[src/rtl/display_cmd_sched_if.sv]
// Host command / VGA timing / component broadcast bundle for the display command scheduler.
// The master side is the host + timing generator; the slave side is the scheduler.
interface display_cmd_sched_if #(
  parameter int FIFO_DEPTH = 16
) ();
  logic                        cmd_valid;
  logic [31:0]                 cmd_data;
  logic                        cmd_ready;
  logic [9:0]                  hcount;
  logic [9:0]                  vcount;
  logic [31:0]                 writedata;
  logic                        active_buf;
  logic [$clog2(FIFO_DEPTH):0] fifo_count;
  logic                        frame_done;

  modport master (
    output cmd_valid, cmd_data, hcount, vcount,
    input  cmd_ready, writedata, active_buf, fifo_count, frame_done
  );

  modport slave (
    input  cmd_valid, cmd_data, hcount, vcount,
    output cmd_ready, writedata, active_buf, fifo_count, frame_done
  );
endinterface

[src/rtl/display_cmd_sched.sv]
// Queues host display commands and replays them onto the component bus during vblank,
// issuing a double-buffer flip when a commit marker is reached.
//
// state       | meaning
// IDLE        | active video, bus idle, waiting for vblank
// DRAIN       | vblank, popping one queued word per cycle
// FLUSH       | commit marker popped, broadcast flip and toggle active_buf
// WAIT_ACTIVE | frame finished (flip or empty queue), waiting for vblank to end
module display_cmd_sched #(
  parameter int         FIFO_DEPTH   = 16,
  parameter logic [9:0] VBLANK_START = 10'd480
) (
  input logic               clk,
  input logic               reset,
  display_cmd_sched_if.slave bus
);
  localparam int            AW         = $clog2(FIFO_DEPTH);
  localparam int            CW         = AW + 1;
  localparam logic [CW-1:0] FULL_CNT   = CW'(FIFO_DEPTH);
  localparam logic [3:0]    ACT_COMMIT = 4'b1111;
  localparam logic [3:0]    ACT_DRAW   = 4'b0001;

  typedef enum logic [1:0] {IDLE, DRAIN, FLUSH, WAIT_ACTIVE} state_t;

  state_t        r_state;
  logic [31:0]   r_mem [FIFO_DEPTH];
  logic [AW-1:0] r_wr_ptr;
  logic [AW-1:0] r_rd_ptr;
  logic [CW-1:0] r_count;
  logic [31:0]   r_writedata;
  logic          r_active_buf;
  logic          r_frame_done;

  logic          w_vblank;
  logic          w_empty;
  logic          w_ready;
  logic          w_push;
  logic          w_pop;
  logic [31:0]   w_head;
  logic          w_head_marker;
  logic [31:0]   w_cmd_out;
  logic [31:0]   w_flush_word;
  logic          w_unused_hcount;

  assign w_vblank        = (bus.vcount >= VBLANK_START);
  assign w_empty         = (r_count == '0);
  assign w_ready         = (r_count != FULL_CNT);
  assign w_push          = bus.cmd_valid && w_ready;
  assign w_pop           = (r_state == DRAIN) && w_vblank && !w_empty;
  assign w_head          = r_mem[r_rd_ptr];
  assign w_head_marker   = (w_head[20:17] == ACT_COMMIT);
  assign w_flush_word    = {6'b0, 5'b0, ACT_COMMIT, 3'b0, ~r_active_buf, 13'b0};
  // Sequencing is line-based only; column position is deliberately ignored.
  assign w_unused_hcount = ^bus.hcount;

  // Draw commands always target the back buffer, whatever the host put in bit 13.
  always_comb begin
    w_cmd_out = w_head;
    if (w_head[20:17] == ACT_DRAW) begin
      w_cmd_out[13] = ~r_active_buf;
    end
  end

  always_ff @(posedge clk) begin
    if (w_push) begin
      r_mem[r_wr_ptr] <= bus.cmd_data;
    end
  end

  always_ff @(posedge clk or posedge reset) begin
    if (reset) begin
      r_wr_ptr <= '0;
      r_rd_ptr <= '0;
      r_count  <= '0;
    end else begin
      if (w_push) r_wr_ptr <= r_wr_ptr + 1'b1;
      if (w_pop)  r_rd_ptr <= r_rd_ptr + 1'b1;
      case ({w_push, w_pop})
        2'b10:   r_count <= r_count + 1'b1;
        2'b01:   r_count <= r_count - 1'b1;
        default: r_count <= r_count;
      endcase
    end
  end

  always_ff @(posedge clk or posedge reset) begin
    if (reset) begin
      r_state      <= IDLE;
      r_writedata  <= '0;
      r_active_buf <= 1'b0;
      r_frame_done <= 1'b0;
    end else begin
      r_writedata  <= '0;
      r_frame_done <= 1'b0;
      case (r_state)
        IDLE: begin
          if (w_vblank) r_state <= DRAIN;
        end
        DRAIN: begin
          if (!w_vblank) begin
            r_state <= IDLE;
          end else if (w_empty) begin
            r_state <= WAIT_ACTIVE;
          end else if (w_head_marker) begin
            r_state <= FLUSH;
          end else begin
            r_writedata <= w_cmd_out;
          end
        end
        FLUSH: begin
          r_writedata  <= w_flush_word;
          r_active_buf <= ~r_active_buf;
          r_frame_done <= 1'b1;
          r_state      <= WAIT_ACTIVE;
        end
        WAIT_ACTIVE: begin
          if (!w_vblank) r_state <= IDLE;
        end
        default: r_state <= IDLE;
      endcase
    end
  end

  assign bus.cmd_ready  = w_ready;
  assign bus.writedata  = r_writedata;
  assign bus.active_buf = r_active_buf;
  assign bus.fifo_count = r_count;
  assign bus.frame_done = r_frame_done;
endmodule

[src/flat_wrapper.sv]
// flat-port wrapper written by rule: the top's interface ports become plain ports
module display_cmd_sched_flat 
#(
  parameter int         FIFO_DEPTH   = 16,
  parameter logic [9:0] VBLANK_START = 10'd480
)
  (clk, reset, bus_cmd_valid, bus_cmd_data, bus_hcount, bus_vcount, bus_cmd_ready, bus_writedata, bus_active_buf, bus_fifo_count, bus_frame_done);
  display_cmd_sched_if #(.FIFO_DEPTH(FIFO_DEPTH)) bus_i ();
  input logic clk;
  input logic reset;
  input wire logic [$bits(bus_i.cmd_valid)-1:0] bus_cmd_valid;
  input wire logic [$bits(bus_i.cmd_data)-1:0] bus_cmd_data;
  input wire logic [$bits(bus_i.hcount)-1:0] bus_hcount;
  input wire logic [$bits(bus_i.vcount)-1:0] bus_vcount;
  output wire logic [$bits(bus_i.cmd_ready)-1:0] bus_cmd_ready;
  output wire logic [$bits(bus_i.writedata)-1:0] bus_writedata;
  output wire logic [$bits(bus_i.active_buf)-1:0] bus_active_buf;
  output wire logic [$bits(bus_i.fifo_count)-1:0] bus_fifo_count;
  output wire logic [$bits(bus_i.frame_done)-1:0] bus_frame_done;
  assign bus_i.cmd_valid = bus_cmd_valid;
  assign bus_i.cmd_data = bus_cmd_data;
  assign bus_i.hcount = bus_hcount;
  assign bus_i.vcount = bus_vcount;
  assign bus_cmd_ready = bus_i.cmd_ready;
  assign bus_writedata = bus_i.writedata;
  assign bus_active_buf = bus_i.active_buf;
  assign bus_fifo_count = bus_i.fifo_count;
  assign bus_frame_done = bus_i.frame_done;
  display_cmd_sched #(.FIFO_DEPTH(FIFO_DEPTH), .VBLANK_START(VBLANK_START)) u_core (.clk(clk), .reset(reset), .bus(bus_i));
endmodule
[config.mk]
export PLATFORM = sky130hd
export DESIGN_NAME = display_cmd_sched_flat
export DESIGN_NICKNAME = d
export VERILOG_FILES = /design/src/rtl/display_cmd_sched_if.sv /design/src/rtl/display_cmd_sched.sv /design/src/flat_wrapper.sv
export SDC_FILE = /design/constraint.sdc
export NUM_CORES = 1
export LEC_CHECK = 0
export CAP_MARGIN = 25
export CORE_ASPECT_RATIO = 0.5
export CORE_MARGIN = 2
export CORE_UTILIZATION = 30
export DETAILED_ROUTE_END_ITERATION = 10
export PLACE_DENSITY_LB_ADDON = 0.05
export SLEW_MARGIN = 30
export SYNTH_ARGS = -nofsm -noshare
export SYNTH_HDL_FRONTEND = slang
export SYNTH_SLANG_ARGS = --single-unit
export TNS_END_PERCENT = 5
[constraint.sdc]
create_clock -name clk -period 3.8 [get_ports clk]
set_input_delay 0.76 -clock clk [delete_from_list [all_inputs] [get_ports clk]]
set_output_delay 0.76 -clock clk [all_outputs]
set_load 0.01 [all_outputs]
# --- Word-level counts from Yosys, hierarchy flattened ---
# Memory sizes are Yosys's and may differ from the RTL's.
# Cells that the tools add are included.
op_classes:
  n_addsub: 4
  order_cmp: 1
  eq_ne: 11
  muxes: 15
  bitwise_logic: 1
  reduce_logical: 8
ops:
  columns: ["cell", "count"]
  rows:
  - ["$mux 32", 3]
  - ["$pmux 32 s2", 1]
  - ["$ge 10x9->1 const B", 1]
  - ["$mux 2", 5]
  - ["$pmux 5 s2", 1]
  - ["$add 4x1->4 const B", 2]
  - ["$pmux 2 s4", 1]
  - ["$eq 2x2->1 const B", 3]
  - ["$add 5x1->5 const B", 1]
  - ["$logic_not 5->1", 1]
  - ["$ne 5x5->1 const B", 1]
  - ["$sub 5x1->5 const B", 1]
  - ["$eq 2x1->1 const B", 2]
  - ["$eq 4x1->1 const B", 1]
  - ["$eq 4x4->1 const B", 1]
  - ["$mux 1", 4]
  - ["$ne 4x4->1 const B", 1]
  - ["$logic_and 1x1->1", 3]
  - ["$reduce_and 3->1", 1]
  - ["$logic_not 2->1", 1]
  - ["$ne 2x1->1 const B", 1]
  - ["$ne 2x2->1 const B", 1]
  - ["$reduce_bool 2->1", 1]
  - ["$logic_not 1->1", 1]
  - ["$not 1->1", 1]
word_totals:
  reg_bits: 49
  mem_bits_rw: 512
  wordCells: 48
  memories: 1
mem_list:
  columns: ["memory", "words", "width", "rd", "rd_clocked_by_memory_dff", "write_ports", "line_no", "source"]
  rows:
  - ["u_core.r_mem", 16, 32, 1, 0, 1, "display_cmd_sched.sv:26", "logic [31:0] r_mem [FIFO_DEPTH];"]

# --- Logic depth before layout (Yosys ltp) ---
# Gate-level depths: netlist (run 1).
# An unclocked memory read counts as a cell.
logic_depth:
  word_depth: 7
  mapped_depth: 16
  depth_no_buf: 13

# --- Worst setup path after synthesis (run 1) ---
# No wires, ideal clock.
synth_path:
  path_kind: "register -> register"
  start: "register u_core.r_count[1] (netlist: u_core.bus.fifo_count[1])"
  end: "memory u_core.r_mem[3][0], enable pin"
  setup_time_ps: 461
  arrival_ps: 3619
  setup_slack_ps: -280
  path_stages_with_launch: 8
  period_less_slack_ps: 4080
  cell_sequence: "dfrtp_1 -> clkbuf_1 -> nor4_1 -> nand2_1 -> and2_1 -> clkbuf_1 -> nand2_1 -> nor3_1"
synth_between:
  elab_chain_cells: 4
synth_rtl:
  columns: ["element", "line_no", "source"]
  rows:
  - ["start: declaration", "display_cmd_sched.sv:29", "logic [CW-1:0] r_count;"]
  - ["start signal: assignment", "display_cmd_sched.sv:79", "2'b10: r_count <= r_count + 1'b1;"]
  - ["start signal: assignment", "display_cmd_sched.sv:80", "2'b01: r_count <= r_count - 1'b1;"]
  - ["start signal: assignment", "display_cmd_sched.sv:81", "default: r_count <= r_count;"]
  - ["$ne 5x5->1", "display_cmd_sched.sv:47", "assign w_ready = (r_count != FULL_CNT);"]
  - ["via bus_cmd_ready", "flat_wrapper.sv:15", "output wire logic [$bits(bus_i.cmd_ready)-1:0] bus_cmd_ready;"]
  - ["$logic_and 1x1->1", "display_cmd_sched.sv:48", "assign w_push = bus.cmd_valid && w_ready;"]
  - ["$mux 1", "display_cmd_sched.sv:65", "if (w_push) begin"]
  - ["$mux 1 (not written as such)", "display_cmd_sched.sv:66", "r_mem[r_wr_ptr] <= bus.cmd_data;"]
  - ["end: declaration", "display_cmd_sched.sv:26", null]
# The timed path passes the listed nets, and every way through them passes these cells.

# --- Worst setup path after layout (run 1) ---
layout_path:
  start: "register u_core.r_rd_ptr[0]"
  end: "register u_core.r_writedata[31] (netlist: u_core.bus.writedata[31])"
layout_between:
  elab_chain_cells: 6
layout_rtl:
  columns: ["element", "line_no", "source"]
  rows:
  - ["start: declaration", "display_cmd_sched.sv:28", "logic [AW-1:0] r_rd_ptr;"]
  - ["start signal: assignment", "display_cmd_sched.sv:77", "if (w_pop) r_rd_ptr <= r_rd_ptr + 1'b1;"]
  - ["$mem_v2 16x32 (*)", null, null]
  - ["$eq 4x4->1", "display_cmd_sched.sv:51", "assign w_head_marker = (w_head[20:17] == ACT_COMMIT);"]
  - ["$mux 32 (*)", "display_cmd_sched.sv:104", "end else if (w_head_marker) begin"]
  - ["$mux 32 (*)", "display_cmd_sched.sv:102", "end else if (w_empty) begin"]
  - ["$mux 32 (*)", "display_cmd_sched.sv:100", "if (!w_vblank) begin"]
  - ["$pmux 32 s2 (*)", "display_cmd_sched.sv:95", "case (r_state)"]
  - ["end signal: assignment", "display_cmd_sched.sv:107", "r_writedata <= w_cmd_out;"]
  - ["end signal: assignment", "display_cmd_sched.sv:111", "r_writedata <= w_flush_word;"]
  - ["end: declaration", "display_cmd_sched.sv:30", "logic [31:0] r_writedata;"]
# Mark *: on every way between the ends. The rest lies on a longest branch, timed or not.
# A chain may end at the register's enable or synchronous reset.

==> impl_metrics.py, run 1 <==
metrics = {
    "run_status": {
        "status": "finished clean",
    },
    "sta": {
        "clock.fmax_ghz": 0.3228,
        "setup_viol": 0,
        "slew_headroom_pct": 39.51,
        "period_share_pct": 81.53,
        "tightest_slew_ns": 0.9073,
        "slew_violations": 0,
        "finClkSkew_ns": 0.02242,
        "tns_ns": 0,
        "hold_viol": 0,
        "fin_crit_ns": 3.098,
        "fin_ws_ns": 0.7017,
        "grt_setup_unrepaired": "no",
    },
    "placement": {
        "gp_congestion": 0.6658,
        "dp_cells": 1951,
        "port_buffers": 79,
        "place_hpwl_um": 28330,
        "dpl_worst_slack_ns": 0.4102,
    },
    "clock_tree": {
        "clockBufferDepth": 3,
        "cts_setup_buffers": 0,
        "cts_buffers": 54,
        "clock_sinks": 561,
        "htree_levels": 2,
        "cts_tree": "done",
        "clock_latency_ns": 0.62,
        "cts-root-buf": "clkbuf_16",
        "clkTransAtPathRegs_ns": 0.06,
        "cts_hold_buffers": 0,
        "ctsResizeCount": 0,
    },
    "logic_synthesis": {
        "syn_avg_cell_area_um2": 23.34,
        "synth_most_common_cell": "edfxtp_1",
        "ys.flop_type": "edfxtp_1",
        "synthCells": 918,
        "synth-seq-cells": 561,
        "yosys_warnings": 0,
        "synthArstFlopShare_pct": 8.734,
        "synthesis.area_um2": 21430,
        "syn-num-nets": 987,
        "ys_top_cells_by_area": "edfxtp_1, mux4_2, dfrtp_1",
        "synth-seq-area-share_pct": 77.48,
        "synth_commonest_cells": "edfxtp_1, mux4_2, dfrtp_1, nor2b_1, nor2_1",
        "ys_types": 47,
        "netlist.area_leader.share_pct": 71.75,
        "synth_edf_count": 512,
        "synth_area_leader_cell": "edfxtp_1",
    },
    "drt": {
        "first_iter_violations": 580,
        "vias": 9685,
        "drt-vias-per-instance": 4.727,
        "routed_wirelength_um": 53120,
        "routedWlPerCell_um": 25.93,
        "final_antenna_net_count": 0,
        "dr.pass1.iters": 5,
        "drc": 0,
    },
    "critical_path": {
        "crit_family": "simple AND/OR/NAND/NOR gates",
        "crit_start": "u_core.r_rd_ptr[0]",
        "cp_cell_sequence": "mux4_1 -> a22oi_1 -> and3_4 -> or4_4 -> nand3_2 -> buf_4 -> nor2b_1",
        "cp-start-kind": "flip-flop",
        "critical-path-max-stage-delay_ns": 0.72,
        "critical_path.slowest_cell": "dfrtp_4",
        "crit_fanout": 21,
        "worstReg2RegStart": "u_core.r_rd_ptr[0]",
        "cp.arrival_ns": 3.62,
        "end_kind": "flip-flop",
        "worst-path-buf-inv": 1,
        "cp.required_ns": 4.33,
        "path_class": "flip-flop to flip-flop",
    },
    "layout": {
        "area.sequential_um2": 16610,
        "nNetsFinal": 1119,
        "drive_gt1_share_pct": 27.68,
        "multi_input_area_um2": 4676,
        "final_cells": 2049,
        "num_antenna_cells": 0,
        "fillers": 6546,
        "fin_util_pct": 35.96,
        "area_delta_synth_final_pct": 18.81,
    },
    "global_routing": {
        "grt_antenna_before_repair": 1,
        "gr-total-overflow": 0,
        "grt_max_degree": 110,
        "grt_pass1_vias": 10580,
        "grt.total_usage_pct": 14.76,
        "grt_pass1_wl_um": 77000,
    },
    "floorplan": {
        "start_util_pct": 30.27,
        "die_area_um2": 73710,
        "die_h_um": 193.0,
        "core_um2": 70790,
        "die_width_um": 382.0,
        "io_pins": 95,
        "fp-row-count": 69,
    },
    "power": {
        "p_int_mw": 13.13,
        "p_leak_nw": 8.081,
        "vdd_drop_max_mv": 0.5797,
        "finalPower_mw": 18.52,
        "comb_power_share_pct": 28.6,
        "pwr-share-clk_pct": 28.7,
        "pwr-share-seq_pct": 42.7,
        "p_per_area_nw_per_um2": 727.5,
        "switchingPower_mw": 5.395,
        "switching_share_pct": 29.13,
    },
    "run": {
        "cap_violations": 0,
    },
    "min_path": {
        "min_path_type": "primary input to asynchronous set/reset pin",
    },
}
per-layer routing:
layer | wire [um] | share of wire, % | vias to the layer above | GRT usage [%]
met3 | 2022 | 3.8 | 67 | 2.893
met5 | 11 | 0.021 | - | 0
li1 | - | - | 4106 | -
met1 | 25410 | 48 | 5339 | 20.79
met4 | 928 | 1.7 | 2 | 3.589
met2 | 24750 | 47 | 171 | 23.73
cell type report:
type	instances	share of cell area, %
clock inverter	27	1.125
sequential	561	65.25
clock buffer	70	5.583
tap	958	4.708
timing repair buffer	121	4.866
multi-input combinational	305	18.37
inverter	7	0.1032
sequential cells by signal (all words and copies together), names as in the netlist, named ones only:
name                   flops
u_core.r_rd_ptr            4
u_core.bus.active_buf      1
u_core.bus.frame_done      1
u_core.r_wr_ptr            4
u_core.bus.writedata      32
u_core.bus.fifo_count      5
u_core.r_state             1
u_core.r_mem             512
kinds of logic (layout without fill, tap and decap cells):
family	Yosys count	after routing	share of synthesized area (%)
buffers and inverters	52	225	1.244
AOI/OAI and AO/OA	23	23	0.8527
muxes	160	160	16.63
DFF	561	561	77.48
and+or+nand+nor	94	94	2.406
xor gates and xnor gates	14	14	0.5723
adders and majority gates	14	14	0.8175
power groups by stage:
stage	registers (mW)	logic (mW)	clock network [mW]
6_report	7.91	5.29	5.32
2_1_floorplan	7.88	3.64	0
5_1_grt	8.00	5.73	5.72
4_1_cts	7.93	5.46	5.51
3_5_place_dp	8.06	5.45	0
3_3_place_gp	8.04	5.46	0
through the flow:
stage | hold slack (ns) | instance area, um2
floorplan | 0.5269 | 21430
global placement | 0.5055 | 23720
detailed placement | 0.5190 | 23720
CTS | 0.4622 | 25430
global route | 0.4911 | 25460
finish | 0.4814 | 25460
path summary, 6_finish.rpt:
path	slack (ns)	cells after the start	to
worst max-delay path	0.70	7	u_core.bus.writedata[31]
worst min-delay path	0.48	2	u_core.bus.writedata[10]
worst max register to register	0.70	7	u_core.bus.writedata[31]
worst min register to register	0.52	1	u_core.bus.active_buf
max in group asynchronous	2.52	3	u_core.r_rd_ptr[1]
min in group clk	0.52	1	u_core.bus.active_buf
worst reg2reg max path, stage by stage, from the launching register on:
cell	delay, ns
dfrtp_4	0.72
mux4_1	0.67
a22oi_1	0.20
and3_4	0.25
or4_4	0.14
nand3_2	0.49
buf_4	0.41
nor2b_1	0.14
placed cells by master, fill, tap and decap left out, drive strengths merged, types with 2 or more instances in the layout:
cell / count
buf: 42
o21a: 5
a22oi: 6
dfrtp: 49
clkdlybuf4s50: 79
xnor2: 6
mux2: 2
nand3: 5
nand4: 3
or4: 2
mux2i: 2
bufinv: 5
clkinv: 19
and3: 5
o21ai: 2
a21oi: 2
inv: 9
nand2: 14
nor2: 22
nor3: 5
clkbuf: 70
edfxtp: 512
mux4: 156
nor2b: 28
xor2: 8
ha: 14
nand2b: 5
(Power assumes the default switching activity.)
==> run 2: changes to the inputs <==
==> constraint.sdc (replaced) <==
create_clock -name clk -period 3.2 [get_ports clk]
set_input_delay 0.64 -clock clk [delete_from_list [all_inputs] [get_ports clk]]
set_output_delay 0.64 -clock clk [all_outputs]
set_load 0.01 [all_outputs]
==> run 2 against run 1 <==
Against the previous run:
- utilization increased by 0.38 points
- sequential power increased by 19%
- die area unchanged
- first-iteration DRC count increased by 37%
- via count increased by 0.90%
- final cell count increased by 0.88%
- largest power group unchanged
- combinational power increased by 23%
- global-route usage increased by 0.060 points
- total power increased by 21%
==> impl_metrics.py, run 2 (synthesis gave the netlist of run 1 again) <==
metrics = {
    "layout": {
        "drive_gt1_share_pct": 28.85,
        "fillers": 6501,
        "num_antenna_cells": 0,
        "nNetsFinal": 1133,
        "largest_reg_flops": 512,
        "top_register": "u_core.r_mem",
        "fin_area_um2": 25730,
        "layout_commonest_cell": "edfxtp_1",
        "area_delta_synth_final_pct": 20.06,
        "final_cell_mix": "edfxtp_1, mux4_2, clkdlybuf4s50_1",
    },
    "power": {
        "p_leak_nw": 8.194,
        "switchingPower_mw": 6.496,
        "finalPower_mw": 22.34,
        "p_per_area_nw_per_um2": 868.4,
        "p_int_mw": 15.84,
        "pwr-share-clk_pct": 28.9,
        "switching_share_pct": 29.08,
        "pwr-share-seq_pct": 42.0,
        "vdd_drop_max_mv": 0.6384,
        "comb_power_share_pct": 29.1,
    },
    "critical_path": {
        "path_class": "flip-flop to flip-flop",
        "r2r_slack_ns": 0.40,
        "critical_path.slowest_cell": "or4_1",
        "end_kind": "flip-flop",
        "crit_fanout": 6,
        "worst-path-buf-inv": 0,
        "critical-path-max-stage-delay_ns": 0.57,
        "crit_family": "simple AND/OR/NAND/NOR gates",
        "cp_common_cell": "xor2_1",
        "cp.arrival_ns": 3.26,
        "cp-start-kind": "flip-flop",
        "cp.required_ns": 3.66,
        "cp_cell_sequence": "or4_1 -> nor2_1 -> nor2_2 -> ha_1 -> xor2_1 -> ha_1 -> o21a_1 -> o22a_1 -> a21oi_1 -> xor2_1 -> nor2_1 -> xor2_1",
    },
    "global_routing": {
        "gr-total-overflow": 0,
        "grt_antenna_before_repair": 0,
        "grt_pass1_wl_um": 77710,
        "grt_pass1_vias": 10680,
        "grt_max_degree": 97,
        "grt.total_usage_pct": 14.82,
    },
    "sta": {
        "period_share_pct": 87.40,
        "setup_viol": 0,
        "finClkSkew_ns": 0.03290,
        "slew_violations": 0,
        "grt_setup_unrepaired": "no",
        "clock.fmax_ghz": 0.3575,
        "tns_ns": 0,
        "slew_headroom_pct": 41.99,
        "fin_ws_ns": 0.4031,
        "hold_viol": 0,
        "tightest_slew_ns": 0.8702,
        "fin_crit_ns": 2.797,
    },
    "clock_tree": {
        "clockBufferDepth": 3,
        "cts_buffers": 55,
        "cts-root-buf": "clkbuf_16",
        "clkTransAtPathRegs_ns": 0.06,
        "cts_hold_buffers": 0,
        "cts_setup_buffers": 0,
        "cts_tree": "done",
        "ctsResizeCount": 0,
        "htree_levels": 2,
        "clock_latency_ns": 0.61,
        "clock_sinks": 561,
    },
    "drt": {
        "final_antenna_net_count": 0,
        "dr.pass1.iters": 5,
        "wl_met1_um": 25260,
        "drc": 0,
        "wl_met2_um": 25890,
        "first_iter_violations": 796,
        "routed_wirelength_um": 53830,
        "highest_layer": "met4",
        "vias": 9772,
        "route.met3.wl_um": 1811,
        "drt-vias-per-instance": 4.728,
        "routedWlPerCell_um": 26.04,
    },
    "placement": {
        "port_buffers": 79,
        "dpl_worst_slack_ns": 0.004038,
        "place_hpwl_um": 29940,
        "gp_congestion": 0.6980,
        "dpl_cell_area_um2": 23940,
    },
    "floorplan": {
        "die_width_um": 382.0,
        "io_pins": 95,
        "core_um2": 70790,
        "fp-row-count": 69,
        "die_area_um2": 73710,
        "start_util_pct": 30.27,
        "die_h_um": 193.0,
    },
    "min_path": {
        "min_path_type": "flip-flop to flip-flop",
    },
    "run": {
        "cap_violations": 0,
    },
    "run_status": {
        "status": "finished clean",
    },
}
[run 2: changes by cell type in the layout (fill, tap and decap cells not counted), sizes merged]
cell      change
clkinv        -2
bufinv        -1
clkinvlp      +3
inv           -1
buf          +13
clkbuf        +6
[run 2: worst paths after layout]
path | from | end | depth (start not counted)
worst max-delay path | u_core.bus.fifo_count[0] | u_core.bus.fifo_count[4] | 12
worst min-delay path | u_core.bus.active_buf | u_core.bus.active_buf | 1
worst max register to register | u_core.bus.fifo_count[0] | u_core.bus.fifo_count[4] | 12
worst min register to register | u_core.bus.active_buf | u_core.bus.active_buf | 1
max in group asynchronous | reset | u_core.bus.fifo_count[4] | 3
min in group asynchronous | reset | u_core.r_rd_ptr[2] | 2
[run 2: layout make-up]
type	instances	area [um2]	share of cell area (%)
Sequential cell	561	16610	64.57
Multi-Input combinational cell	305	4676	18.18
Clock buffer	76	1536	5.972
Timing Repair Buffer	134	1429	5.554
Tap cell	958	1199	4.659
Clock inverter	26	249.0	0.9679
Inverter	7	26.28	0.1021
[run 2: stage by stage]
stage	hold WS, ns	instances	utilization, %
2_1_floorplan	0.5269	918	-
3_3_place_gp	0.5024	1965	33.82
4_1_cts	0.5267	2067	36.34
3_5_place_dp	0.5191	1965	33.82
5_1_grt	0.5483	2067	36.34
6_report	0.5230	2067	36.34
[run 2: power by group through the flow]
stage | clock (mW) | combinational [mW] | sequential, mW
CTS | 6.67 | 6.73 | 9.41
global route | 6.94 | 7.02 | 9.49
global placement | 0 | 6.72 | 9.53
floorplan | 0 | 4.32 | 9.35
detailed placement | 0 | 6.71 | 9.56
finish | 6.46 | 6.49 | 9.39
[run 2: routing by layer]
metal | up-vias | GRT usage [%]
met5 | - | 0
met4 | 0 | 3.225
met3 | 64 | 2.379
met2 | 165 | 24.62
met1 | 5409 | 20.71
li1 | 4134 | -
